**src/rtl/noise_control_if.sv**
```systemverilog
// noise_control_if: gate/command bundle between the voice logic, noise_control and datapath_noise
interface noise_control_if #(
  parameter int DIV_W = 16,
  parameter int CNT_W = 16
);
  logic             gate;
  logic             reseed;
  logic [DIV_W-1:0] div;
  logic             en_noise;
  logic             s_noise;
  logic             sample_valid;
  logic [CNT_W-1:0] sample_count;
  logic             busy;
  modport master (
    output gate, reseed, div,
    input  en_noise, s_noise, sample_valid, sample_count, busy
  );
  modport slave (
    input  gate, reseed, div,
    output en_noise, s_noise, sample_valid, sample_count, busy
  );
endinterface

```
**src/rtl/noise_control.sv**
```systemverilog
// noise_control: turns a note gate into seed-load / divided LFSR-advance commands for datapath_noise
module noise_control #(
  parameter int DIV_W = 16,
  parameter int CNT_W = 16
) (
  input logic            clk,
  input logic            rst_n,
  noise_control_if.slave bus
);
  typedef enum logic [1:0] {IDLE, SEED, RUN} state_t;
  state_t           state_q, state_d;
  logic [DIV_W-1:0] cnt_q, cnt_d, div_eff_q, div_eff_d, div_in;
  logic [CNT_W-1:0] count_q, count_d;
  logic             valid_q, en;
  always_ff @(posedge clk or negedge rst_n) begin
    if (!rst_n) begin
      state_q   <= IDLE;
      cnt_q     <= '0;
      div_eff_q <= '0;
      count_q   <= '0;
      valid_q   <= 1'b0;
    end else begin
      state_q   <= state_d;
      cnt_q     <= cnt_d;
      div_eff_q <= div_eff_d;
      count_q   <= count_d;
      valid_q   <= en;
    end
  end
  // gate-off wins over reseed; reseed only matters in RUN
  always_comb begin
    state_d = (state_q == IDLE) ? (bus.gate ? SEED : IDLE) :
              !bus.gate         ? IDLE :
              (state_q == SEED) ? RUN  :
              bus.reseed        ? SEED : RUN;
  end
  assign div_in = (bus.div == '0) ? DIV_W'(1) : bus.div;
  always_comb begin
    div_eff_d = div_eff_q;
    cnt_d     = cnt_q;
    count_d   = count_q;
    if (state_q == SEED) begin
      div_eff_d = div_in;
      cnt_d     = div_in - DIV_W'(1);
      count_d   = '0;
    end else if (state_q == RUN) begin
      cnt_d   = (cnt_q == '0) ? div_eff_q - DIV_W'(1) : cnt_q - DIV_W'(1);
      count_d = (cnt_q == '0) ? count_q + CNT_W'(1) : count_q;
    end
  end
  always_comb begin
    en               = (state_q == SEED) || ((state_q == RUN) && (cnt_q == '0));
    bus.en_noise     = en;
    bus.s_noise      = (state_q == RUN);
    bus.busy         = (state_q != IDLE);
    bus.sample_valid = valid_q;
    bus.sample_count = count_q;
  end
endmodule

```
**src/flat_wrapper.sv**
```systemverilog
// flat-port wrapper written by rule: the top's interface ports become plain ports
module noise_control_flat 
#(
  parameter int DIV_W = 16,
  parameter int CNT_W = 16
)
  (clk, rst_n, bus_gate, bus_reseed, bus_div, bus_en_noise, bus_s_noise, bus_sample_valid, bus_sample_count, bus_busy);
  noise_control_if #(.DIV_W(DIV_W), .CNT_W(CNT_W)) bus_i ();
  input logic clk;
  input logic rst_n;
  input wire logic [$bits(bus_i.gate)-1:0] bus_gate;
  input wire logic [$bits(bus_i.reseed)-1:0] bus_reseed;
  input wire logic [$bits(bus_i.div)-1:0] bus_div;
  output wire logic [$bits(bus_i.en_noise)-1:0] bus_en_noise;
  output wire logic [$bits(bus_i.s_noise)-1:0] bus_s_noise;
  output wire logic [$bits(bus_i.sample_valid)-1:0] bus_sample_valid;
  output wire logic [$bits(bus_i.sample_count)-1:0] bus_sample_count;
  output wire logic [$bits(bus_i.busy)-1:0] bus_busy;
  assign bus_i.gate = bus_gate;
  assign bus_i.reseed = bus_reseed;
  assign bus_i.div = bus_div;
  assign bus_en_noise = bus_i.en_noise;
  assign bus_s_noise = bus_i.s_noise;
  assign bus_sample_valid = bus_i.sample_valid;
  assign bus_sample_count = bus_i.sample_count;
  assign bus_busy = bus_i.busy;
  noise_control #(.DIV_W(DIV_W), .CNT_W(CNT_W)) u_core (.clk(clk), .rst_n(rst_n), .bus(bus_i));
endmodule
```
**config.mk**
```make
export PLATFORM = sky130hd
export DESIGN_NAME = noise_control_flat
export DESIGN_NICKNAME = d
export VERILOG_FILES = /design/src/rtl/noise_control_if.sv /design/src/rtl/noise_control.sv /design/src/flat_wrapper.sv
export SDC_FILE = /design/constraint.sdc
export NUM_CORES = 1
export LEC_CHECK = 0
export ABC_AREA = 1
export BUFFER_PORTS_ARGS = -buffer_cell sky130_fd_sc_hd__buf_2
export CORE_MARGIN = 3
export CORE_UTILIZATION = 35
export CTS_CLUSTER_DIAMETER = 60
export DETAILED_ROUTE_END_ITERATION = 6
export PLACE_DENSITY = 0.57
export SKIP_LAST_GASP = 1
export SLEW_MARGIN = 20
export SYNTH_ARGS = -nofsm -noshare
export SYNTH_HDL_FRONTEND = slang
export SYNTH_SLANG_ARGS = --single-unit
```
**constraint.sdc**
```tcl
create_clock -name clk -period 5.75 [get_ports clk]
set_input_delay 0.575 -clock clk [delete_from_list [all_inputs] [get_ports clk]]
set_output_delay 0.575 -clock clk [all_outputs]
set_load 0.005 [all_outputs]
```
Word level (Yosys, flattened, before mapping)

Index checks and enable logic that the tools add are counted.

$add $sub $neg: 4
Eq/ne operators: 2
Mux-type cells: 12
Reductions and logical operators: 9

Operators by type and width:

| kind                  | count |
|---|---|
| $mux 16               | 7 |
| $sub 16x1->16 const B | 3 |
| $logic_not 16->1      | 2 |
| $add 16x1->16 const B | 1 |
| $mux 2                | 4 |
| $reduce_bool 2->1     | 3 |
| $eq 2x1->1 const B    | 1 |
| $eq 2x2->1 const B    | 1 |
| $logic_not 2->1       | 1 |
| $reduce_and 2->1      | 1 |
| $logic_and 1x1->1     | 1 |
| $logic_or 1x1->1      | 1 |
| $mux 1                | 1 |

Bits in registers: 51
Input port bits: 20
Logic and storage cells: 32

Longest topological paths before layout

Gate-level depths: netlist of the first run.

Word-level depth: 4
Mapped depth: 17

Worst setup path after synthesis of the first run

Ideal clock, no wire load.

Path kind: register to register
From: reg u_core.state_q[0]
To: reg u_core.cnt_q[12]
Data arrival time: 1937 ps
Required time: 5633 ps
Setup slack: 3696 ps
Stages on the path, launching flop included: 14
Period minus slack after synthesis: 2054 ps
Path through: dfrtp_1 -> ha_1 -> clkbuf_1 -> nand2_1 -> inv_1 -> a21oi_4 -> ha_1 -> inv_1 -> nor2_1 -> nand2_1 -> nor2_1 -> nand3_1 -> nand3_1 -> nand2_1

Cells in the longest elaborated chain, start to end: 2

RTL lines:

| item                                                | RTL line                                 | source |
|---|---|---|
| start: declaration                                  | noise_control.sv:11                      | `state_t state_q, state_d;` |
| start signal: assignment                            | noise_control.sv:23                      | `state_q <= state_d;` |
| $eq 2x1->1 / $eq 2x2->1 (equally long branches)     | noise_control.sv:42, noise_control.sv:46 |  |
| $mux 16 / $reduce_bool 2->1 (equally long branches) | -                                        |  |
| end signal: assignment                              | noise_control.sv:24                      | `cnt_q <= cnt_d;` |
| end: declaration                                    | noise_control.sv:12                      | `logic [DIV_W-1:0] cnt_q, cnt_d, div_eff_q, div_eff_d, div_in;` |

Parallel ways exist; a longest one is shown, timed or not.
A chain may end at the register's enable or synchronous reset.

Worst setup path after layout of the first run

From: reg u_core.state_q[1]
To: reg u_core.cnt_q[8]

Same word-level chain as after synthesis.

==> results of run 1 <==
==> power by group <==
group / internal, µW / leakage, µW / switching (µW)
logic: 154 / 0.00116 / 315
clock network: 90.8 / 0.0000495 / 137
registers: 445 / 0.000656 / 62.7
total: 690 / 0.00187 / 515
==> layer usage <==
layer  up-vias  routed length, µm  global-route usage
met5         -                  0                   0
met4         0                 59             0.03151
met3         4                197             0.02314
met2        35               3517              0.2639
met1      1245               3438              0.2059
li1       1407                  -                   -
==> cell families after synthesis <==
group | count (synthesis)
AOI/OAI and AO/OA | 39
buffers and inverters | 64
xor gates and xnor gates | 5
DFF | 51
adders and majority gates | 5
muxes | 1
and+or+nand+nor | 265
==> state kept, by name (all words and copies together) (netlist names) <==
name / flops
u_core.cnt_q: 16
u_core.state_q: 2
u_core.bus.sample_valid: 1
u_core.div_eff_q: 16
u_core.bus.sample_count: 16
==> how the worst max path moves through the flow <==
stage	startpoint	endpoint	slack (ns)
6_report	u_core.state_q[1]	u_core.cnt_q[8]	2.52
5_1_grt	u_core.state_q[1]	u_core.cnt_q[8]	2.14
4_1_cts	u_core.state_q[1]	u_core.cnt_q[8]	2.50
3_5_place_dp	u_core.state_q[1]	u_core.cnt_q[8]	2.53
3_3_place_gp	u_core.state_q[1]	u_core.cnt_q[12]	2.69
2_1_floorplan	u_core.state_q[0]	u_core.cnt_q[12]	3.70
==> layout make-up <==
cell class                      instances  area, µm²  area share
Clock buffer                            5      68.82     0.02001
Clock inverter                          3      26.28    0.007642
Inverter                               54      202.7     0.05895
Multi-Input combinational cell        315       1530      0.4451
Sequential cell                        51       1276      0.3712
Tap cell                              105      131.4     0.03821
Timing Repair Buffer                   40      202.7     0.05895
==> worst register-to-register path: cells and delay by family (launching register included) <==
family	cells	cell delay [ns]
and+or+nand+nor	7	0.95
adders and majority gates	2	0.93
buffers and inverters	4	0.75
DFF	1	0.39
AOI/OAI and AO/OA	1	0.07
==> synth_stat cells, drive strengths merged <==
cell | count | area share
nor2 | 60 | 0.10
nand4 | 1 | 0.0020
clkbuf | 4 | 0.0049
a21oi | 12 | 0.025
ha | 5 | 0.020
o21bai | 1 | 0.0025
nor3 | 3 | 0.0065
buf | 6 | 0.012
inv | 54 | 0.066
o31ai | 1 | 0.0025
nand3 | 39 | 0.075
xnor2 | 2 | 0.0057
dfrtp | 51 | 0.42
a31oi | 4 | 0.0082
a211oi | 2 | 0.0065
xor2 | 3 | 0.0086
nor4 | 1 | 0.0020
nand2 | 161 | 0.20
o21ai | 19 | 0.031
mux2 | 1 | 0.0037
==> through the flow <==
stage / instances / total power, µW / cell area, µm² / utilization / setup WS (ns)
floorplan: 430 / 868.9 / 3060 / - / 3.696
global placement: 565 / 985.2 / 3343 / 0.4008 / 2.694
detailed placement: 565 / 987.9 / 3343 / 0.4008 / 2.525
CTS: 573 / 1220 / 3438 / 0.4122 / 2.504
global route: 573 / 1316 / 3438 / 0.4122 / 2.140
finish: 573 / 1205 / 3438 / 0.4122 / 2.519
==> reports/qor.yml, run 1 <==
rsz0062_at_grt: "no"
root_buffer: "clkbuf_8"
die_area_mm2: 0.009902
slew_headroom: 0.3892
whs_ns: 0.3659
synth_compound_area_frac: 0.07522
finClkSkew_ns: 0.01522
antenna_found_initial: 0
finalMaxSlewViolations: 0
hp-class: "in -> async"
fin_crit_sh: 0.5619
post_cts_buffers: 0
cap_viol_max_count: 0
clock.fmax_mhz: 309.5
grt_use_total: 0.1536
reg2reg_slack_ns: 2.52
p_leak_uw: 0.001866
slowest_stage: "ha_1"
netlist_area_mm2: 0.003060
syn_avg_cell_area_um2: 7.117
clock_sink_count: 51
drtIter0Drc: 76
cp.required_ns: 5.93
cts_buffer_depth: 2
routedWlPerCell_um: 12.59
initial_core_util: 0.3669
synth-simple-area-share: 0.3863
vias: 2691
peakVddDrop_mv: 0.1332
drcViolationCount: 0
antennaDiodeCount: 0
synth_top_family_by_area: "simple AND/OR/NAND/NOR gates"
dp_hpwl_mm: 5.277
worst_path_largest_cell_delay_ns: 0.75
grt_pass1_wl_mm: 12.40
critical_path.max_fanout: 35
reg2reg_from: "u_core.state_q[1]"
hold_buffers: 0
first_global_vias: 2619
status: "complete, no violations"
cts.htree.levels: 2
coreArea_mm2: 0.008341
io_pins: 40
seq_area_frac_synth: 0.4170
drive_above_1_share: 0.1581
cts_resized: 0
rr_worst_depth: 14
nNetsFinal: 492
clkSlewWorstSetupHoldPaths_ns: 0.11
synth_xor_xnor_area_share: 0.01431
gp_congestion: 0.8481
critPathLaunchType: "flop"
period_minus_slack_ns: 3.231
cp_num_cells: 14
die_h_um: 99.51
drt_first_pass_iters: 4
cp-end-kind: "flop"
grt_max_degree: 52
cts_buffers: 5
fin_setup_tns_ns: 0
dieWidth_um: 99.51
port_buffers: 39
setup_viol: 0
final_common_cell: "nand2_1"
critPathArrivalTime_ns: 3.42
cts_tree: "yes"
yosys.area_share.adder: 0.02044
vias_per_cell: 4.696
finalWirelength_mm: 7.212
synthMuxAreaShare: 0.003679
yosysUniqueCellTypes: 35
final_cell_mix: "157 x nand2_1, 51 x inv_1, 51 x dfrtp_1"
synth_seq_cells: 51
yosysWarningCount: 0
syn_nets: 455
rows: 33
cp_cell_sequence: "inv_1, ha_1, inv_2, nand2_1, nand2_1, inv_1, ha_1, inv_1, nor2_1, nand2_1, nor2_1, nand2_1, nand3_1, o21ai_1"
powerDensity_mw_per_mm2: 350.4
final_hold_viol_count: 0
overflow: 0
layout-area-overhead-vs-synth_pct: 12.35
critPathTopFamily: "simple AND/OR/NAND/NOR gates"
cpMostUsedCell: "nand2_1"
path_buf_inv: 4
crit_type: "reg -> reg"
tightest_slew_ns: 0.9162
netlist_instances: 430
ant_nets: 0
r2r-end: "u_core.cnt_q[8]"
insertion_delay_ns: 0.32
n_fill_cell: 887
Power figures use the tool's default switching activity.
==> run 2, diff against run 1 <==
--- a/config.mk
+++ b/config.mk
@@ -11,7 +11,7 @@
 export CORE_UTILIZATION = 35
 export CTS_CLUSTER_DIAMETER = 60
 export DETAILED_ROUTE_END_ITERATION = 6
-export PLACE_DENSITY = 0.57
+export PLACE_DENSITY = 0.59
 export SKIP_LAST_GASP = 1
 export SLEW_MARGIN = 20
 export SYNTH_ARGS = -nofsm -noshare
==> constraint.sdc (replaced) <==
create_clock -name clk -period 2.7 [get_ports clk]
set_input_delay 0.27 -clock clk [delete_from_list [all_inputs] [get_ports clk]]
set_output_delay 0.27 -clock clk [all_outputs]
set_load 0.005 [all_outputs]
==> reports/qor.yml, run 2 (synthesis gave the netlist of run 1 again) <==
grt_pass1_wl_mm: 12.53  # +1.1%
wl_met3_um: 203  # +3.0%
finalMaxSlewViolations: 0  # unchanged
vias: 2706  # +0.56%
cts_buffers: 5  # unchanged
routedWlPerCell_um: 12.38  # -1.7%
fin_crit_sh: 0.8499  # +0.2881
drive_above_1_share: 0.1705  # +0.01241
slowest_stage: "dfrtp_1"
dp_hpwl_mm: 5.323  # +0.86%
rsz0062_at_grt: "no"
crit_type: "reg -> reg"
vias_per_cell: 4.666  # -0.66%
die_area_mm2: 0.009902  # unchanged
hold_path_end: "u_core.state_q[0]"
rr_worst_depth: 14  # unchanged
hp-class: "in -> reg"
dp_cells: 571  # +1.1%
antennaDiodeCount: 0  # unchanged
grt_use_total: 0.1547  # +0.001055
clkSlewWorstSetupHoldPaths_ns: 0.10  # about the same
drcViolationCount: 0  # unchanged
initial_core_util: 0.3669  # unchanged
critical_path.max_fanout: 12  # -66%
ant_nets: 0  # unchanged
grt_max_degree: 52  # unchanged
cp-end-kind: "flop"
antenna_found_initial: 0  # unchanged
final_cell_mix: "157 x nand2_1, 51 x inv_1, 51 x dfrtp_1"
final_hold_viol_count: 0  # unchanged
final_common_cell: "nand2_1"
die_h_um: 99.51  # unchanged
clock_sink_count: 51  # unchanged
hold_depth: 3
rows: 33  # unchanged
met2_length_mm: 3.304  # -6.1%
cpMostUsedCell: "nand2_1"
status: "complete, no violations"
setup_viol: 0  # unchanged
cts.htree.levels: 2  # unchanged
cts_tree: "yes"
critPathArrivalTime_ns: 2.50  # -0.92 ns
cts_buffer_depth: 2  # unchanged
period_minus_slack_ns: 2.295  # -0.9359 ns
finalWirelength_mm: 7.179  # -0.46%
critPathLaunchType: "flop"
min_from: "bus_gate"
cap_viol_max_count: 0  # unchanged
post_cts_buffers: 0  # unchanged
wl_met1_mm: 3.601  # +4.7%
drtIter0Drc: 131  # +72%
worst_path_largest_cell_delay_ns: 0.39  # -0.36 ns
root_buffer: "clkbuf_8"
gp_congestion: 0.8664  # +2.2%
coreArea_mm2: 0.008341  # unchanged
r2r-end: "u_core.cnt_q[12]"
n_fill_cell: 878  # -1.0%
nNetsFinal: 499  # +1.4%
cp.required_ns: 2.90  # -3.03 ns
fin_setup_tns_ns: 0  # unchanged
insertion_delay_ns: 0.31  # about the same
dr.max_layer_used: "met4"
finClkSkew_ns: 0.01308  # -0.002140 ns
drt_first_pass_iters: 4  # unchanged
tightest_slew_ns: 0.3258  # -0.5904 ns
io_pins: 40  # unchanged
powerDensity_mw_per_mm2: 752.2  # +110%
port_buffers: 39  # unchanged
reg2reg_slack_ns: 0.41  # -2.11 ns
slew_headroom: 0.7816  # +0.3924
cp_cell_sequence: "inv_1, ha_2, inv_2, nand2_1, nand2_1, inv_1, ha_1, inv_1, nor2_1, nand2_1, nor2_1, nand3_1, nand3_1, nand2_1"
reg2reg_from: "u_core.state_q[1]"
stdcell_count: 580  # +1.2%
overflow: 0  # unchanged
first_global_vias: 2636  # +0.65%
peakVddDrop_mv: 0.3117  # +130%
layout-area-overhead-vs-synth_pct: 15.29
clock.fmax_mhz: 435.8  # +41%
dieWidth_um: 99.51  # unchanged
p_leak_uw: 0.001908  # +2.2%
## run 2: repair_timing
action	CTS	global route
hold buffers	1	0
gates resized for setup	0	1
endpoints found under the setup margin	0	2
hold endpoints to repair	51	0
## run 2: per-layer routing
metal | up-vias | GRT usage
li1 | 1424 | -
met5 | - | 0
met3 | 7 | 0.02665
met4 | 0 | 0.03466
met1 | 1243 | 0.2170
met2 | 32 | 0.2505
## run 2: worst max-delay path by stage
stage | from | to | slack [ns] | depth (start not counted)
2_1_floorplan | u_core.state_q[0] | u_core.cnt_q[12] | 0.65 | 13
3_3_place_gp | u_core.state_q[1] | u_core.cnt_q[12] | 0.43 | 14
3_5_place_dp | u_core.state_q[1] | u_core.cnt_q[12] | 0.30 | 14
4_1_cts | u_core.state_q[1] | u_core.cnt_q[12] | 0.25 | 14
5_1_grt | u_core.state_q[1] | u_core.cnt_q[8] | 0.11 | 14
6_report | u_core.state_q[1] | u_core.cnt_q[12] | 0.41 | 14
## run 2: cell type report
cell class              instances  area, µm²  area share
multi-input cells             315       1533      0.4344
flip-flops and latches         51       1276      0.3617
repair buffers                 47      270.3     0.07660
inverters                      54      202.7     0.05745
well taps                     105      131.4     0.03723
clock buffers                   5      68.82     0.01950
clock inverters                 3      46.29     0.01312
## run 2: critical path, delay by kind of cell (launching register included)
family / cells / cell delay (ns)
buffers and inverters: 4 / 0.40
flip-flops: 1 / 0.39
adder cells (fa/ha/maj): 2 / 0.48
AND/OR/NAND/NOR: 8 / 0.91
## run 2: report_power, final
part	leakage [µW]	switching [µW]	internal (µW)	total, µW
Clock	0.0000548	278	280	557
Combinational	0.00120	676	347	1020
Sequential	0.000656	126	947	1070
Total	0.00191	1080	1570	2650
## run 2: metrics by stage
stage / total power [µW] / cell area (µm²) / setup WS, ns / hold WS (ns) / util
after floorplan: 1850 / 3060 / 0.6458 / -0.02559 / -
after global placement: 2112 / 3401 / 0.4271 / 0.2900 / 0.4077
after detailed placement: 2115 / 3401 / 0.2952 / 0.2918 / 0.4077
after CTS: 2691 / 3526 / 0.2509 / 0.1788 / 0.4227
after global routing: 2905 / 3528 / 0.1071 / 0.1937 / 0.4230
final: 2654 / 3528 / 0.4052 / 0.1929 / 0.4230
